===== src/rtl/enum_sweep_if.sv =====
// enum_sweep_if: valid/ready stream carrying canonical permutation codes
// from the sweep engine to the table builder.
interface enum_sweep_if #(
  parameter int PW = 12
);
  logic          out_valid;
  logic          out_ready;
  logic [PW-1:0] out_prm;

  modport master (
    output out_valid,
    output out_prm,
    input  out_ready
  );

  modport slave (
    input  out_valid,
    input  out_prm,
    output out_ready
  );
endinterface


===== src/rtl/enum_sweep.sv =====
// enum_sweep: walks every permutation code through the enumerate classifier.
// Define ENUM_SWEEP_STREAM_EN to enable the canonical-code output stream.
module enum_sweep #(
  parameter int PW = 12
) (
  input  logic          clk,
  input  logic          rstn,
  input  logic          start,
  input  logic          abort,
  output logic          busy,
  output logic          done,
  output logic [PW-1:0] prm_o,
  input  logic          enm_i,
  output logic [PW:0]   cnt,
  enum_sweep_if.master  strm
);

  typedef enum logic [1:0] {
    IDLE,
    SWEEP,
    DRAIN,
    FIN
  } st_t;

  st_t  st;
  logic last;
  logic take;
  logic adv;
  logic drained;

  assign last = (prm_o == '1);

`ifdef ENUM_SWEEP_STREAM_EN
  logic slot_free;

  // slot frees up in the same cycle it is consumed downstream
  assign slot_free = !strm.out_valid || strm.out_ready;
  assign take      = (st == SWEEP) && enm_i && slot_free;
  assign adv       = !enm_i || slot_free;
  assign drained   = slot_free;

  always_ff @(posedge clk or negedge rstn) begin
    if (!rstn) begin
      strm.out_valid <= 1'b0;
      strm.out_prm   <= '0;
    end else if (abort) begin
      strm.out_valid <= 1'b0;
    end else if (take) begin
      strm.out_valid <= 1'b1;
      strm.out_prm   <= prm_o;
    end else if (strm.out_ready) begin
      strm.out_valid <= 1'b0;
    end
  end
`else
  logic unused_rdy;

  assign take           = (st == SWEEP) && enm_i;
  assign adv            = 1'b1;
  assign drained        = 1'b1;
  assign strm.out_valid = 1'b0;
  assign strm.out_prm   = '0;
  assign unused_rdy     = &{1'b0, strm.out_ready};
`endif

  always_ff @(posedge clk or negedge rstn) begin
    if (!rstn) begin
      st    <= IDLE;
      prm_o <= '0;
      cnt   <= '0;
      busy  <= 1'b0;
      done  <= 1'b0;
    end else begin
      done <= 1'b0;
      // the code evaluated in an abort cycle still counts
      if (take) cnt <= cnt + 1'b1;
      if (abort) begin
        st    <= IDLE;
        prm_o <= '0;
        busy  <= 1'b0;
      end else begin
        unique case (st)
          IDLE: begin
            prm_o <= '0;
            if (start) begin
              st   <= SWEEP;
              busy <= 1'b1;
              cnt  <= '0;
            end
          end
          SWEEP: begin
            if (adv) begin
              prm_o <= prm_o + 1'b1;
              if (last) st <= DRAIN;
            end
          end
          DRAIN: begin
            if (drained) begin
              st   <= FIN;
              busy <= 1'b0;
              done <= 1'b1;
            end
          end
          FIN: st <= IDLE;
          default: st <= IDLE;
        endcase
      end
    end
  end

endmodule

===== src/flat_wrapper.sv =====
// flat-port wrapper written by rule: the top's interface ports become plain ports
module enum_sweep_flat 
#(
  parameter int PW = 12
)
  (clk, rstn, start, abort, busy, done, prm_o, enm_i, cnt, strm_out_valid, strm_out_prm, strm_out_ready);
  enum_sweep_if #(.PW(PW)) strm_i ();
  input  logic clk;
  input  logic rstn;
  input  logic start;
  input  logic abort;
  output logic busy;
  output logic done;
  output logic [PW-1:0] prm_o;
  input  logic enm_i;
  output logic [PW:0] cnt;
  output wire logic [$bits(strm_i.out_valid)-1:0] strm_out_valid;
  output wire logic [$bits(strm_i.out_prm)-1:0] strm_out_prm;
  input wire logic [$bits(strm_i.out_ready)-1:0] strm_out_ready;
  assign strm_out_valid = strm_i.out_valid;
  assign strm_out_prm = strm_i.out_prm;
  assign strm_i.out_ready = strm_out_ready;
  enum_sweep #(.PW(PW)) u_core (.clk(clk), .rstn(rstn), .start(start), .abort(abort), .busy(busy), .done(done), .prm_o(prm_o), .enm_i(enm_i), .cnt(cnt), .strm(strm_i));
endmodule

===== config.mk =====
export PLATFORM = sky130hd
export DESIGN_NAME = enum_sweep_flat
export DESIGN_NICKNAME = d
export VERILOG_FILES = /design/src/rtl/enum_sweep_if.sv /design/src/rtl/enum_sweep.sv /design/src/flat_wrapper.sv
export SDC_FILE = /design/constraint.sdc
export NUM_CORES = 1
export LEC_CHECK = 0
export ABC_CLOCK_PERIOD_IN_PS = 2000
export BUFFER_PORTS_ARGS = -buffer_cell sky130_fd_sc_hd__buf_2
export CAP_MARGIN = 20
export CORE_MARGIN = 5
export CORE_UTILIZATION = 54
export CTS_BUF_LIST = sky130_fd_sc_hd__clkbuf_8
export DETAILED_ROUTE_END_ITERATION = 10
export PLACE_DENSITY = 0.94
export SLEW_MARGIN = 20
export SYNTH_ARGS = -nofsm -noshare
export SYNTH_HDL_FRONTEND = slang
export SYNTH_SLANG_ARGS = --single-unit

===== constraint.sdc =====
create_clock -name clk -period 2 [get_ports clk]
set_input_delay 0.1 -clock clk [delete_from_list [all_inputs] [get_ports clk]]
set_output_delay 0.1 -clock clk [all_outputs]
set_load 0.02 [all_outputs]

==> results of run 1 <==
[worst max-delay path, cell delays in order (launching register included)]
cell     delay, ns
dfrtp_1       0.39
inv_1         0.11
ha_2          0.29
nand4_2       0.14
or2_4         0.26
or3_1         0.31
a21oi_1       0.16
[sequential cells by signal (all words and copies together), names as in the netlist]
register and cells:
u_core.cnt 13, u_core.st 2, u_core.done 1, u_core.prm_o 12, u_core.busy 1
[cells in the mapped netlist]
cell	count	share of area (%)
nor3_1	2	0.61
o31ai_1	1	0.46
mux2i_1	3	1.8
a21o_1	2	0.91
nand3_1	9	2.7
xor2_1	7	3.7
nor3b_1	1	0.46
xnor2_1	2	1.1
or4_1	1	0.46
nor4b_1	1	0.53
buf_2	3	0.91
nand4_1	6	2.3
nand2b_1	4	1.5
o41ai_1	1	0.53
conb_1	1	0.23
o311ai_0	1	0.53
a2bb2oi_1	1	0.53
nor2b_1	3	1.1
clkbuf_1	3	0.68
a31oi_1	6	2.3
and4_1	2	1.1
a21oi_1	5	1.5
nand2_2	1	0.38
nand4_2	1	0.76
or2_4	1	0.53
dfrtp_1	29	44
nand2_1	18	4.1
buf_4	14	6.4
ha_1	6	4.6
nor2_1	13	3.0
or3_1	4	1.5
and2_1	1	0.38
o21bai_1	1	0.46
o211ai_1	1	0.46
and3_1	3	1.1
nor4_1	1	0.38
and3_2	1	0.46
a22o_1	1	0.53
inv_1	3	0.68
o21ai_0	14	4.3
[path summary, 6_finish.rpt]
kind | from | end | slack [ns]
setup / recovery | u_core.st[1]$_DFFE_PN0P_ | u_core.cnt[11]$_DFF_PN0_ | 0.25
hold / removal | abort | u_core.done$_DFF_PN0_ | 0.09
setup reg to reg | u_core.st[1]$_DFFE_PN0P_ | u_core.cnt[11]$_DFF_PN0_ | 0.25
hold reg to reg | u_core.prm_o[10]$_DFFE_PN0P_ | u_core.prm_o[10]$_DFFE_PN0P_ | 0.53
max in group asynchronous | rstn | u_core.cnt[6]$_DFF_PN0_ | 1.20
min in group asynchronous | rstn | u_core.prm_o[6]$_DFFE_PN0P_ | 0.38
[where the power goes]
group | switching (uW) | internal (uW) | leakage [uW]
Sequential | 47.6 | 645 | 0.000400
Combinational | 348 | 204 | 0.000521
Clock | 213 | 267 | 0.0000485
Total | 608 | 1120 | 0.000970
[metrics by stage]
stage	area (um2)	total power (uW)	std cells
finish	1890	1720	246
global route	1890	1850	246
CTS	1880	1740	246
detailed placement	1790	1250	238
global placement	1790	1230	238
floorplan	1690	1120	190
[layout make-up]
type	count	area [um2]
fill	255	1090
multi-input combinational	138	826
sequential	29	726
timing repair buffer	36	195
clock buffer	6	82.6
tap	33	41.3
inverter	3	11.3
clock inverter	1	3.75
[per-layer routing]
layer | wire (um) | vias up | GRT usage [%]
li1 | - | 669 | -
met1 | 1320 | 663 | 20.7
met2 | 1800 | 47 | 31.0
met3 | 262 | 4 | 6.50
met4 | 40 | 0 | 9.07
met5 | 0 | - | 0
[timing repair]
action,in CTS,in global routing
hold buffers,1,0
gates resized for setup,0,1
endpoints found under the hold margin,29,0
setup endpoints to repair,0,1
[cells by family after synthesis]
logic type	Yosys count	synth area share, %
simple gates	73	23.4
xor+xnor	9	4.79
compound gates	34	12.5
flops	29	44.1
buf+inv	23	8.66
mux	3	1.82
fa+ha+maj	6	4.56
other cells	1	0.228
==> out/results.tsv, run 1 <==
stage	metric	value	unit
timing	setup violators final	0	
routing	DR vias/cell	5.62	
critical_path	R2R cell count	6	
synth	mean cell area of the mapped netlist	9.25	um2
timing	Worst Tran Pin Value	0.641	ns
die	Die Y	65.2	um
worst_hold_path	Hold/Removal Path Class	in2reg	
final_layout	fraction of layout cells with a size suffix above 1	21.6	%
timing	clock skew	0.00284	ns
place	PortBufs	31	
final_layout	Core Util, Final	63.3	%
clocking	Clock Sinks	29	
critical_path	Worst EP required	2.20	ns
synth	Yosys cell types	40	
timing	RSZ-0062 raised after global routing	no	
power_and_ir_drop	pwr dens	915	nW/um2
routing	via count	1383	
timing	FMAX	0.573	GHz
clocking	clock buffer depth	2	
timing	final worst path period need	1.75	ns
final_layout	area delta synth->final	14.5	%
clocking	cts bufs inserted	5	
synth	#FFs+latches synth	29	
die	site row count	20	
timing	Final Hold Fails	0	
final_layout	highest-count cells in the layout ignoring fill and taps	31 x buf_2, 29 x dfrtp_1, 18 x nand2_1	
critical_path	Setup crit end kind	flop	
global_routing	Total GRT Usage	18.5	%
die	die width	65.2	um
routing	drt wl/cell	13.9	um
routing	Total Wirelength	3.42	mm
global_routing	first-pass GRT wire length	6.02	mm
place	Setup WS pre-CTS	0.190	ns
timing	post-layout worst setup margin	0.255	ns
critical_path	crit start category	flop	
final_layout	diodes inserted	0	
synth	Post-Syn Instances	178	
place	routability cong.	0.824	
clocking	clock slew at reported path FFs	0.06	ns
global_routing	GRT Residual Overflow	0	
timing	Slew Limit Fails	0	
clocking	clk_lat worst skew	0.28	ns
die	die area	4250	um2
timing	relative slew slack	57.3	%
place	dpl hpwl	2.43	mm
run	Max-cap violations	0	
power_and_ir_drop	Pleak	0.000970	uW
routing	drt initial violations	57	
clocking	Root Buffer	clkbuf_8	
synth	sequential area share after synthesis	44.1	%
die	Initial Utilization	55.3	%
synth	Cell Area, Synth	1650	um2
power_and_ir_drop	Peak supply drop	544	uV
final_layout	commonest non-fill, non-tap cell in the layout	buf_2	
critical_path	CP arrival	1.95	ns
global_routing	pin count of the biggest net entering global routing	30	
clocking	setup bufs post-CTS	0	
die	IO Pins	46	
synth	Yosys Warn Count	0	
worst_hold_path	Min-Delay Path Depth	2	
routing	DRT antenna net count	0	
critical_path	Worst Setup Path Type	reg2reg	
timing	hold slack	0.0901	ns
routing	drt first pass iters	4	
clocking	CTS tree	yes	
critical_path	Critical Path Fanout Max	11	
status	outcome	completed	
die	core area	2980	um2
clocking	htree depth	2	
timing	setup total negative slack	0	ns
routing	DRC	0	
final_layout	Layout Nets	225	
global_routing	initial antenna violation count	0	
timing	fin crit share	87.3	%
global_routing	vias in the first global route	1316	
No activity file was read; power rests on OpenSTA's default activity.
==> run 2: changes to the inputs <==
- PLACE_DENSITY: 0.94 -> 0.82
==> out/results.tsv, run 2 (synthesis results as in run 1) <==
stage	metric	value	unit	change
status	outcome	completed		
final_layout	register area	726	um2	unchanged
final_layout	highest-count cells in the layout ignoring fill and taps	31 x buf_2, 29 x dfrtp_1, 18 x nand2_1		
clocking	Clock Sinks	29		unchanged
final_layout	Biggest register	u_core.cnt		
timing	RSZ-0062 raised after global routing	no		
die	die width	65.2	um	unchanged
final_layout	max reg flops	13		unchanged
global_routing	GRT Residual Overflow	0		unchanged
final_layout	fraction of layout cells with a size suffix above 1	22.0	%	+0.37 points
global_routing	pin count of the biggest net entering global routing	30		unchanged
final_layout	post-route insts no fill	247		+0.41%
die	die area	4250	um2	unchanged
place	PortBufs	31		unchanged
die	Die Y	65.2	um	unchanged
clocking	setup bufs post-CTS	0		unchanged
clocking	CTS tree	yes		
critical_path	Setup crit end kind	flop		
timing	setup total negative slack	0	ns	unchanged
place	Placed Instances	238		unchanged
final_layout	area of the multi-input gates	823	um2	-0.30%
final_layout	leading registers by flop count	u_core.cnt x13, u_core.prm_o x12, u_core.st x2		
critical_path	reg-to-reg endpoint	u_core.cnt[11]$_DFF_PN0_		
clocking	Root Buffer	clkbuf_8		
die	core area	2980	um2	unchanged
worst_hold_path	Hold/Removal Path Class	in2reg		
clocking	clock slew at reported path FFs	0.06	ns	about the same
die	IO Pins	46		unchanged
timing	final worst path period need	1.82	ns	+0.0701 ns
global_routing	first-pass GRT wire length	5.95	mm	-1.1%
clocking	clock buffer depth	2		unchanged
timing	FMAX	0.551	GHz	-3.9%
die	site row count	20		unchanged
clocking	Post-CTS Hold Fix Bufs	1		unchanged
global_routing	vias in the first global route	1351		+2.7%
clocking	cts bufs inserted	5		unchanged
critical_path	CP arrival	2.02	ns	+0.07 ns
power_and_ir_drop	Pleak	0.000977	uW	+0.72%
final_layout	Layout Nets	225		unchanged
timing	setup violators final	0		unchanged
place	dpl hpwl	2.36	mm	-2.9%
timing	clock skew	0.00560	ns	+0.00276 ns
die	Initial Utilization	55.3	%	unchanged
timing	fin crit share	90.8	%	+3.5 points
routing	drt wl/cell	13.3	um	-4.1%
place	routability cong.	0.803		-2.5%
power_and_ir_drop	pwr dens	930	nW/um2	+1.7%
final_layout	commonest non-fill, non-tap cell in the layout	buf_2		
worst_hold_path	Hold Path Sink	u_core.done$_DFF_PN0_		
timing	Worst Tran Pin Value	0.631	ns	-0.00985 ns
critical_path	Worst R2R Setup Slack	0.18	ns	-0.07 ns
routing	DRC	0		unchanged
timing	Slew Limit Fails	0		unchanged
power_and_ir_drop	Peak supply drop	542	uV	-0.50%
clocking	htree depth	2		unchanged
critical_path	Worst EP required	2.20	ns	about the same
routing	DRT antenna net count	0		unchanged
critical_path	crit start category	flop		
global_routing	initial antenna violation count	0		unchanged
clocking	clk_lat worst skew	0.28	ns	about the same
critical_path	Worst Setup Path Type	reg2reg		
global_routing	Total GRT Usage	17.9	%	-0.56 points
worst_hold_path	Hold Crit Start	abort		
critical_path	R2R cell count	6		unchanged
routing	drt initial violations	55		-3.5%
routing	DR vias/cell	5.60		-0.33%
run	Max-cap violations	0		unchanged
routing	drt first pass iters	4		unchanged
routing	via count	1384		+0.072%
timing	Final Hold Fails	0		unchanged
final_layout	area delta synth->final	15.3	%	
worst_hold_path	Min-Delay Path Depth	2		unchanged
final_layout	fillers	261		+2.4%
clocking	CTS resizes	0		unchanged
critical_path	Worst R2R Start	u_core.st[1]$_DFFE_PN0P_		
timing	relative slew slack	57.9	%	+0.66 points
critical_path	Critical Path Fanout Max	11		unchanged
routing	Total Wirelength	3.29	mm	-3.7%
final_layout	diodes inserted	0		unchanged
run 2: changes by cell type in the layout (fill, tap and decap cells not counted), sizes merged:
cell | before | now
clkinv | 0 | 1
clkbuf | 6 | 7
inv | 4 | 3
run 2: metal layers:
metal / up-vias / GRT usage [%] / share of wire [%]
met1: 664 / 21.3 / 44
met2: 43 / 29.1 / 46
li1: 669 / - / -
met5: - / 0 / 0
met4: 0 / 7.25 / 1.8
met3: 8 / 6.67 / 7.3
run 2: cell type report:
class	count	share of cell area, %
Clock buffer	7	5.08
Multi-Input combinational cell	138	43.4
Timing Repair Buffer	36	10.3
Sequential cell	29	38.2
Clock inverter	1	0.264
Inverter	3	0.593
Tap cell	33	2.18
run 2: stage by stage:
stage               worst slack [ns]  hold WS [ns]  utilization (%)  total power [uW]  instance area [um2]
floorplan                      0.430        -0.196                -              1120                 1690
global placement               0.261         0.149             60.0              1230                 1790
detailed placement             0.189         0.158             60.0              1250                 1790
CTS                            0.172        0.0919             63.7              1800                 1900
global route                 0.00675         0.104             63.7              1910                 1900
finish                         0.185         0.105             63.7              1760                 1900
run 2: worst max path at each step:
stage                             startpoint                        to  slack [ns]
floorplan           u_core.st[1]$_DFFE_PN0P_  u_core.cnt[12]$_DFF_PN0_        0.43
global placement    u_core.st[1]$_DFFE_PN0P_  u_core.cnt[11]$_DFF_PN0_        0.26
detailed placement  u_core.st[1]$_DFFE_PN0P_  u_core.cnt[11]$_DFF_PN0_        0.19
CTS                 u_core.st[1]$_DFFE_PN0P_  u_core.cnt[11]$_DFF_PN0_        0.17
global route        u_core.st[1]$_DFFE_PN0P_  u_core.cnt[11]$_DFF_PN0_       0.007
finish              u_core.st[1]$_DFFE_PN0P_  u_core.cnt[11]$_DFF_PN0_        0.18
run 2: worst max-delay path: stages (launching register included):
cell	delay, ns
dfrtp_1	0.39
inv_1	0.10
ha_1	0.36
nand4_2	0.16
or2_4	0.26
or3_1	0.31
a21oi_1	0.16
run 2: power by group:
part           total (uW)  switching [uW]  internal (uW)
registers             698            52.4            645
clock network         532             222            310
logic                 535             335            200
==> run 3: changes to the inputs <==
- CELL_PAD_IN_SITES_DETAIL_PLACEMENT: unset -> 2
- CELL_PAD_IN_SITES_GLOBAL_PLACEMENT: unset -> 2
- CORE_MARGIN: 5 -> unset
- CORE_UTILIZATION: 54 -> 32
- PLACE_DENSITY: 0.82 -> unset
- PLACE_DENSITY_LB_ADDON: unset -> 0.1
==> out/results.tsv, run 3 (synthesis results as in run 1) <==
stage	metric	value	unit	change
timing	fin crit share	89.2	%	-1.6 points
critical_path	crit-path cells	inv_1, ha_1, nand4_2, or2_4, or3_1, a21oi_1		
die	Die Y	73.7	um	+13%
final_layout	area of the multi-input gates	823	um2	unchanged
global_routing	Total GRT Usage	18.1	%	+0.21 points
final_layout	Biggest register	u_core.cnt		
power_and_ir_drop	Pleak	0.000983	uW	+0.53%
clocking	CTS tree	yes		
global_routing	vias in the first global route	1489		+10%
place	dpl hpwl	3.26	mm	+38%
routing	drt wl/cell	15.9	um	+19%
critical_path	Max stage delay on crit path	0.41	ns	+0.02 ns
timing	Slew Limit Fails	0		unchanged
routing	top sig layer	met4		
worst_hold_path	Min-Delay Path Depth	2		unchanged
final_layout	highest-count cells in the layout ignoring fill and taps	31 x buf_2, 29 x dfrtp_1, 18 x nand2_1		
place	routability cong.	0.758		-5.6%
timing	clock skew	0.00510	ns	-0.000497 ns
routing	DRC	0		unchanged
timing	setup total negative slack	0	ns	unchanged
critical_path	Setup crit end kind	flop		
timing	hold slack	0.108	ns	+0.00331 ns
routing	DR vias/cell	5.07		-9.4%
routing	met3 wire len	156	um	-36%
worst_hold_path	Hold/Removal Path Class	in2reg		
die	die area	5440	um2	+28%
critical_path	WP depth	6		unchanged
critical_path	crit start category	flop		
global_routing	GRT Residual Overflow	0		unchanged
final_layout	Layout Nets	226		+0.44%
place	PortBufs	31		unchanged
timing	Worst Tran Pin Value	0.677	ns	+0.0456 ns
routing	drt initial violations	41		-25%
critical_path	CP Buf/Inv Count	1		unchanged
final_layout	commonest non-fill, non-tap cell in the layout	buf_2		
clocking	Clock Sinks	29		unchanged
global_routing	first-pass GRT wire length	7.33	mm	+23%
die	IO Pins	46		unchanged
die	site row count	25		+25%
final_layout	fillers	573		+120%
timing	final worst path period need	1.78	ns	-0.0310 ns
critical_path	slowest CP cell	dfrtp_1		
run	Max-cap violations	0		unchanged
timing	relative slew slack	54.9	%	-3.0 points
routing	Total Wirelength	4.47	mm	+36%
status	outcome	completed		
final_layout	area delta synth->final	18.3	%	
critical_path	R2R cell count	6		unchanged
timing	Final Hold Fails	0		unchanged
clocking	cts bufs inserted	5		unchanged
critical_path	CP arrival	1.99	ns	-0.03 ns
critical_path	Critical Path Fanout Max	7		-4
global_routing	pin count of the biggest net entering global routing	30		unchanged
final_layout	diodes inserted	0		unchanged
clocking	clk_lat worst skew	0.28	ns	about the same
clocking	CTS resizes	0		unchanged
routing	metal2 WL	2.37	mm	+55%
final_layout	register area	726	um2	unchanged
clocking	htree depth	2		unchanged
routing	drt first pass iters	2		-2
critical_path	Worst Setup Path Type	reg2reg		
routing	via count	1431		+3.4%
die	core area	4850	um2	+63%
power_and_ir_drop	Peak supply drop	276	uV	-49%
power_and_ir_drop	pwr dens	942	nW/um2	+1.3%
clocking	clock buffer depth	2		unchanged
clocking	clock slew at reported path FFs	0.07	ns	about the same
final_layout	fraction of layout cells with a size suffix above 1	22.3	%	+0.36 points
routing	WL met1	1.90	mm	+30%
die	Initial Utilization	34.0	%	-21 points
critical_path	Worst EP required	2.21	ns	about the same
timing	RSZ-0062 raised after global routing	no		
clocking	Root Buffer	clkbuf_8		
final_layout	leading registers by flop count	u_core.cnt x13, u_core.prm_o x12, u_core.st x2		
timing	FMAX	0.560	GHz	+1.7%
critical_path	Largest delay share family, worst path	simple AND/OR/NAND/NOR gates		
timing	setup violators final	0		unchanged
routing	DRT antenna net count	0		unchanged
global_routing	initial antenna violation count	0		unchanged
final_layout	max reg flops	13		unchanged
die	die width	73.7	um	+13%
-- run 3: changes by cell type in the layout (fill, tap and decap cells not counted) --
cell and change:
buf_4 +1
-- run 3: worst register-to-register path: stages (launching register included) --
cell and delay (ns):
dfrtp_1 0.41, inv_1 0.11, ha_1 0.30, nand4_2 0.17, or2_4 0.26, or3_1 0.31
a21oi_1 0.14
-- run 3: cell type report --
class                      instances  area share [%]
multi-input combinational        138            42.3
sequential                        29            37.3
timing repair buffer              37            10.4
clock buffer                       7            4.95
tap                               67            4.30
inverter                           3           0.578
clock inverter                     1           0.257
-- run 3: final timing paths --
path                                                to                   startpoint  slack (ns)
hold / removal                   u_core.done$_DFF_PN0_                        abort        0.11
min in group asynchronous     u_core.cnt[10]$_DFF_PN0_                         rstn        0.40
max in group asynchronous      u_core.cnt[3]$_DFF_PN0_                         rstn        1.16
setup / recovery              u_core.cnt[11]$_DFF_PN0_     u_core.st[1]$_DFFE_PN0P_        0.22
setup reg to reg              u_core.cnt[11]$_DFF_PN0_     u_core.st[1]$_DFFE_PN0P_        0.22
hold reg to reg            u_core.prm_o[6]$_DFFE_PN0P_  u_core.prm_o[6]$_DFFE_PN0P_        0.54
-- run 3: metal layers --
layer  global-route usage (%)  vias to the layer above
li1                         -                      674
met1                     20.8                      719
met2                     32.7                       33
met3                     3.70                        5
met4                     7.05                        0
met5                        0                        -
-- run 3: power by group --
group          total [uW]  leakage, uW  internal, uW  switching [uW]
Combinational         590     0.000528           214             376
Sequential            700     0.000400           645            54.9
Clock                 545    0.0000542           311             234
-- run 3: metrics by stage --
stage	cells	area [um2]	setup WS (ns)	utilization [%]	total power [uW]
floorplan	190	1690	0.430	-	1120
global placement	273	1840	0.300	37.9	1260
detailed placement	273	1840	0.218	37.9	1310
CTS	282	1950	0.198	40.2	1870
global route	282	1950	0.100	40.2	1950
finish	282	1950	0.216	40.2	1830
-- run 3: what timing repair did --
item                                   CTS  global route
setup endpoints to repair                0             0
hold buffers                             1             0
buffers inserted                         0             0
endpoints found under the hold margin   29             0
